File: src/rtl/ula_sequenciador.sv
// ula_sequenciador: sequencer in front of a multi-cycle 4-bit ULA datapath.
// It latches one operation, lets the datapath settle for LAT cycles, captures
// the result and holds it until the consumer takes it. Illegal opcodes are
// answered directly with an error result and never reach the datapath.
// Optional feature macro: ULA_SEQ_ACC_EN adds the req_acc input and an
// accumulator that can replace operand A and carry-in with the last result.
module ula_sequenciador #(
    parameter int LAT = 1
) (
    input  logic       clk,
    input  logic       rst,
    input  logic       req_valid,
    output logic       req_ready,
    input  logic [3:0] req_a,
    input  logic [3:0] req_b,
    input  logic       req_cin,
    input  logic [2:0] req_op,
`ifdef ULA_SEQ_ACC_EN
    input  logic       req_acc,
`endif
    output logic [3:0] ula_a,
    output logic [3:0] ula_b,
    output logic       ula_cin,
    output logic [2:0] ula_sel,
    input  logic [7:0] ula_res,
    input  logic       ula_cout,
    input  logic       ula_err,
    output logic       res_valid,
    input  logic       res_ready,
    output logic [7:0] res_data,
    output logic       res_cout,
    output logic       res_err,
    output logic       busy,
    output logic [7:0] op_count
);

    typedef enum logic [1:0] {
        IDLE  = 2'd0,
        ISSUE = 2'd1,
        WAIT  = 2'd2,
        DONE  = 2'd3
    } state_t;

    localparam logic [3:0] LAT_C      = 4'(LAT);
    localparam logic [2:0] OP_ILLEGAL = 3'b111;

    state_t     state_q, state_d;
    logic [3:0] cnt_q, cnt_d;
    logic [3:0] ula_a_q, ula_a_d;
    logic [3:0] ula_b_q, ula_b_d;
    logic       ula_cin_q, ula_cin_d;
    logic [2:0] ula_sel_q, ula_sel_d;
    logic [7:0] res_data_q, res_data_d;
    logic       res_cout_q, res_cout_d;
    logic       res_err_q, res_err_d;
    logic       res_valid_q, res_valid_d;
    logic       req_ready_q, req_ready_d;
    logic       busy_q, busy_d;
    logic [7:0] op_count_q, op_count_d;
`ifdef ULA_SEQ_ACC_EN
    logic [3:0] acc_q, acc_d;
    logic       acc_cout_q, acc_cout_d;
`endif

    // Next-state logic: sequencing, operand latch, result capture, counters.
    always_comb begin
        state_d    = state_q;
        cnt_d      = cnt_q;
        ula_a_d    = ula_a_q;
        ula_b_d    = ula_b_q;
        ula_cin_d  = ula_cin_q;
        ula_sel_d  = ula_sel_q;
        res_data_d = res_data_q;
        res_cout_d = res_cout_q;
        res_err_d  = res_err_q;
        op_count_d = op_count_q;
`ifdef ULA_SEQ_ACC_EN
        acc_d      = acc_q;
        acc_cout_d = acc_cout_q;
`endif
        case (state_q)
            IDLE: begin
                if (req_valid) begin
                    if (req_op == OP_ILLEGAL) begin
                        // Answer immediately; the datapath keeps its old operands.
                        state_d    = DONE;
                        res_data_d = 8'h00;
                        res_cout_d = 1'b0;
                        res_err_d  = 1'b1;
                    end else begin
                        state_d   = ISSUE;
                        ula_b_d   = req_b;
                        ula_sel_d = req_op;
`ifdef ULA_SEQ_ACC_EN
                        ula_a_d   = req_acc ? acc_q : req_a;
                        ula_cin_d = req_acc ? acc_cout_q : req_cin;
`else
                        ula_a_d   = req_a;
                        ula_cin_d = req_cin;
`endif
                    end
                end else begin
                    state_d = IDLE;
                end
            end
            ISSUE: begin
                cnt_d   = LAT_C;
                state_d = WAIT;
            end
            WAIT: begin
                // A count of one marks the last settle cycle; <= also catches a stray zero.
                if (cnt_q <= 4'd1) begin
                    cnt_d      = 4'd0;
                    res_data_d = ula_res;
                    res_cout_d = ula_cout;
                    res_err_d  = ula_err;
                    state_d    = DONE;
                end else begin
                    cnt_d   = cnt_q - 4'd1;
                    state_d = WAIT;
                end
            end
            DONE: begin
                if (res_ready) begin
                    state_d    = IDLE;
                    op_count_d = op_count_q + 8'd1;
`ifdef ULA_SEQ_ACC_EN
                    acc_d      = res_data_q[3:0];
                    acc_cout_d = res_cout_q;
`endif
                end else begin
                    state_d = DONE;
                end
            end
            default: begin
                state_d = IDLE;
            end
        endcase
        // Status outputs are registered copies decoded from the next state.
        req_ready_d = (state_d == IDLE);
        busy_d      = (state_d != IDLE);
        res_valid_d = (state_d == DONE);
    end

    // State and output registers with synchronous reset taking priority.
    always_ff @(posedge clk) begin
        if (rst) begin
            state_q     <= IDLE;
            cnt_q       <= 4'd0;
            ula_a_q     <= 4'd0;
            ula_b_q     <= 4'd0;
            ula_cin_q   <= 1'b0;
            ula_sel_q   <= 3'b000;
            res_data_q  <= 8'h00;
            res_cout_q  <= 1'b0;
            res_err_q   <= 1'b0;
            res_valid_q <= 1'b0;
            req_ready_q <= 1'b1;
            busy_q      <= 1'b0;
            op_count_q  <= 8'd0;
`ifdef ULA_SEQ_ACC_EN
            acc_q       <= 4'd0;
            acc_cout_q  <= 1'b0;
`endif
        end else begin
            state_q     <= state_d;
            cnt_q       <= cnt_d;
            ula_a_q     <= ula_a_d;
            ula_b_q     <= ula_b_d;
            ula_cin_q   <= ula_cin_d;
            ula_sel_q   <= ula_sel_d;
            res_data_q  <= res_data_d;
            res_cout_q  <= res_cout_d;
            res_err_q   <= res_err_d;
            res_valid_q <= res_valid_d;
            req_ready_q <= req_ready_d;
            busy_q      <= busy_d;
            op_count_q  <= op_count_d;
`ifdef ULA_SEQ_ACC_EN
            acc_q       <= acc_d;
            acc_cout_q  <= acc_cout_d;
`endif
        end
    end

    assign req_ready = req_ready_q;
    assign ula_a     = ula_a_q;
    assign ula_b     = ula_b_q;
    assign ula_cin   = ula_cin_q;
    assign ula_sel   = ula_sel_q;
    assign res_valid = res_valid_q;
    assign res_data  = res_data_q;
    assign res_cout  = res_cout_q;
    assign res_err   = res_err_q;
    assign busy      = busy_q;
    assign op_count  = op_count_q;

endmodule

File: config.mk
export PLATFORM = sky130hd
export DESIGN_NAME = ula_sequenciador
export DESIGN_NICKNAME = d
export VERILOG_FILES = /design/src/rtl/ula_sequenciador.sv
export SDC_FILE = /design/constraint.sdc
export NUM_CORES = 1
export LEC_CHECK = 0
export CAP_MARGIN = 40
export CORE_MARGIN = 4
export CORE_UTILIZATION = 50
export DETAILED_ROUTE_END_ITERATION = 7
export DONT_BUFFER_PORTS = 1
export PLACE_DENSITY = 0.74
export SETUP_SLACK_MARGIN = 0.5
export SLEW_MARGIN = 25
export SYNTH_ARGS = -nofsm -noshare
export SYNTH_HDL_FRONTEND = slang
export SYNTH_SLANG_ARGS = --single-unit
File: constraint.sdc
create_clock -name clk -period 1.9 [get_ports clk]
set_input_delay 0.38 -clock clk [delete_from_list [all_inputs] [get_ports clk]]
set_output_delay 0.38 -clock clk [all_outputs]
set_load 0.05 [all_outputs]
==> results.yml <==
place:
  gp_congestion: 0.784
  port_buffers: 0
  dp_worst_setup_slack_ns: 0.213
  hpwlAfterDp_microns: 2580
clock_tree:
  cts_root_buffer: "clkbuf_4"
  cts.clk_slew.worst_paths_ns: 0.11
  insertion_delay_ns: 0.34
  cts_max_level: 2
  cts_tree: "built"
  clock-sinks: 39
  numCtsBuffers: 5
  clockBufferDepth: 2
route:
  first_pass_iters: 4
  wirelength_met1_microns: 1530
  drc: 0
  via_per_inst: 5.52
  wl_met3_microns: 405
  via_count: 1352
  met2_length_microns: 2020
  wl_per_cell_microns: 16.4
  highest_layer: "met4"
  wirelength_microns: 4030
  drtAntennaViolNets: 0
  drt_iter0_markers: 48
flow_run:
  drv_cap: 0
critical_path:
  start_kind: "flip-flop"
  critPathArrivalTime_ns: 1.77
  crit_path_end_kind: "flip-flop"
  cp_max_fo: 6
  crit_type: "reg -> reg"
  required_ns: 2.15
sta:
  post-route-period-util: 0.799
  worst_pin_slew_ns: 0.494
  tns_ns: 0
  max_slew_margin: 0.670
  fmax_mhz: 658
  finalSetupViolCount: 0
  rsz0062_at_grt: "yes"
  min_period_ns: 1.52
  hold_viol: 0
  slew_viol_final: 0
  fin_ws_ns: 0.381
  fin_skew_ns: 0.00576
power:
  powerDensity_nw_per_um2: 1100
  total_power_mw: 2.35
  ir_worst_vdd_v: 0.000624
  p_leak_nw: 0.804
worst_hold_path:
  hold_path_class: "in -> reg"
synthesis:
  syn_area_sq_um: 1650
  synth_seq_cells: 39
  yosysWarnings: 0
  yosysSeqAreaShare: 0.473
  synth_area_leaders: "dfxtp_1 (47%), nor2_1 (6.8%), mux2i_1 (6.7%)"
  synth_cell_types: 33
  syn-instance-count: 182
  post_synth.cell_area_avg_sq_um: 9.06
  yosys.area.top_type: "dfxtp_1"
  synth_top_area_share: 0.473
  syn-num-nets: 215
floorplan:
  pin_count: 59
  die_x_microns: 65.4
  die_area_sq_um: 4280
  initial_core_util: 0.531
  core-area_sq_um: 3100
  die_h_microns: 65.4
  fp-row-count: 20
status:
  status: "completed"
global_route:
  grt_pass1_wl_microns: 6180
  antenna_found_initial: 0
  grt_pass1_vias: 1407
  grt_overflow_total: 0
  grt_usage: 0.188
  grt_max_degree: 38
final_layout:
  fin_nets: 233
  area_delta_synth_final_pct: 29.4
  drive_above_1_share: 0.453
  antenna-diode-count: 0
  final_common_cell: "dfxtp_2"
  mostFrequentLayoutCells: "dfxtp_2 (28), nor2_1 (26), buf_4 (15)"
cell usage after synthesis (all sizes together):
| library cell | n |
|---|---|
| and2 | 3 |
| nor2b | 1 |
| o21ai | 13 |
| mux2i | 11 |
| nand4 | 5 |
| clkbuf | 3 |
| a311oi | 1 |
| inv | 9 |
| a31oi | 1 |
| nor3 | 5 |
| or2 | 2 |
| and3 | 2 |
| nand2b | 2 |
| dfxtp | 39 |
| a21oi | 14 |
| xnor2 | 1 |
| dlygate4sd1 | 1 |
| ha | 7 |
| or4b | 1 |
| o21a | 1 |
| xor2 | 6 |
| a2111oi | 1 |
| o31a | 1 |
| o22ai | 1 |
| o32a | 1 |
| nor2 | 30 |
| nand2 | 15 |
| o31ai | 1 |
| buf | 4 |
final timing paths:
check                                 from     endpoint  slack, ns  cells past startpoint
worst max-delay path            state_q[1]     ula_a[3]       0.38                      8
worst min-delay path                   rst  res_data[7]       0.09                      1
worst max register to register  state_q[1]     ula_a[3]       0.38                      8
worst min register to register    cnt_q[2]     cnt_q[2]       0.54                      2
power by group:
part           leakage (nW)  total, mW  switching [mW]  internal (mW)
Sequential            0.332       1.23           0.309          0.921
Combinational         0.444      0.705           0.346          0.359
Clock                0.0282      0.411           0.268          0.143
Total                 0.804       2.35           0.924           1.42
critical path: stages (launching register included):
cell and delay, ns:
dfxtp_4 0.39, inv_4 0.07, ha_4 0.18, nand2_4 0.07, a31oi_4 0.17, buf_6 0.14
buf_16 0.12, mux2i_1 0.23, nor2_1 0.06
registers in the layout, indices dropped and copies added, names as in the netlist:
signal and count:
res_cout 1, res_err 1, ula_b 4, ula_sel 3, req_ready 1, ula_cin 1, cnt_q 4, op_count 8
ula_a 4, res_data 8, state_q 2, busy 1, res_valid 1
cell type report:
cell class | instances | area (sq um)
multi-input cells | 126 | 976
inverters | 9 | 43.8
well taps | 44 | 55.1
repair buffers | 19 | 183
fillers | 249 | 968
clock inverters | 2 | 12.5
clock buffers | 6 | 41.3
flip-flops and latches | 39 | 823
metal layers:
metal  vias to the layer above  track usage
met5                         -            0
met4                         0       0.0933
met3                         9       0.0752
met2                        54        0.338
met1                       640        0.186
li1                        649            -
stage by stage:
stage	hold slack (ns)	cells	util	area [sq um]
after global placement	0.451	224	0.563	1750
after floorplan	0.449	182	-	1690
after detailed placement	0.453	224	0.563	1750
after global routing	0.0582	245	0.688	2130
final	0.0859	245	0.688	2130
after CTS	0.0704	242	0.645	2000
cells by family (layout without fill, tap and decap cells):
| group | count (synthesis) | in the layout | synth area share |
|---|---|---|---|
| compound gates | 35 | 35 | 0.133 |
| xor+xnor | 7 | 7 | 0.0372 |
| fa+ha+maj | 7 | 7 | 0.0531 |
| buf+inv | 17 | 36 | 0.0470 |
| flops | 39 | 39 | 0.473 |
| mux | 11 | 11 | 0.0668 |
| simple gates | 66 | 66 | 0.190 |
what timing repair did:
item | CTS | global route
setup buffers | 8 | 3
endpoints found under the setup margin | 38 | 50
pin swaps | 7 | 6
cloned | 2 | 0
gates resized for setup | 39 | 40
hold buffers | 0 | 0
Note: power is estimated with default switching activity, not from simulation.
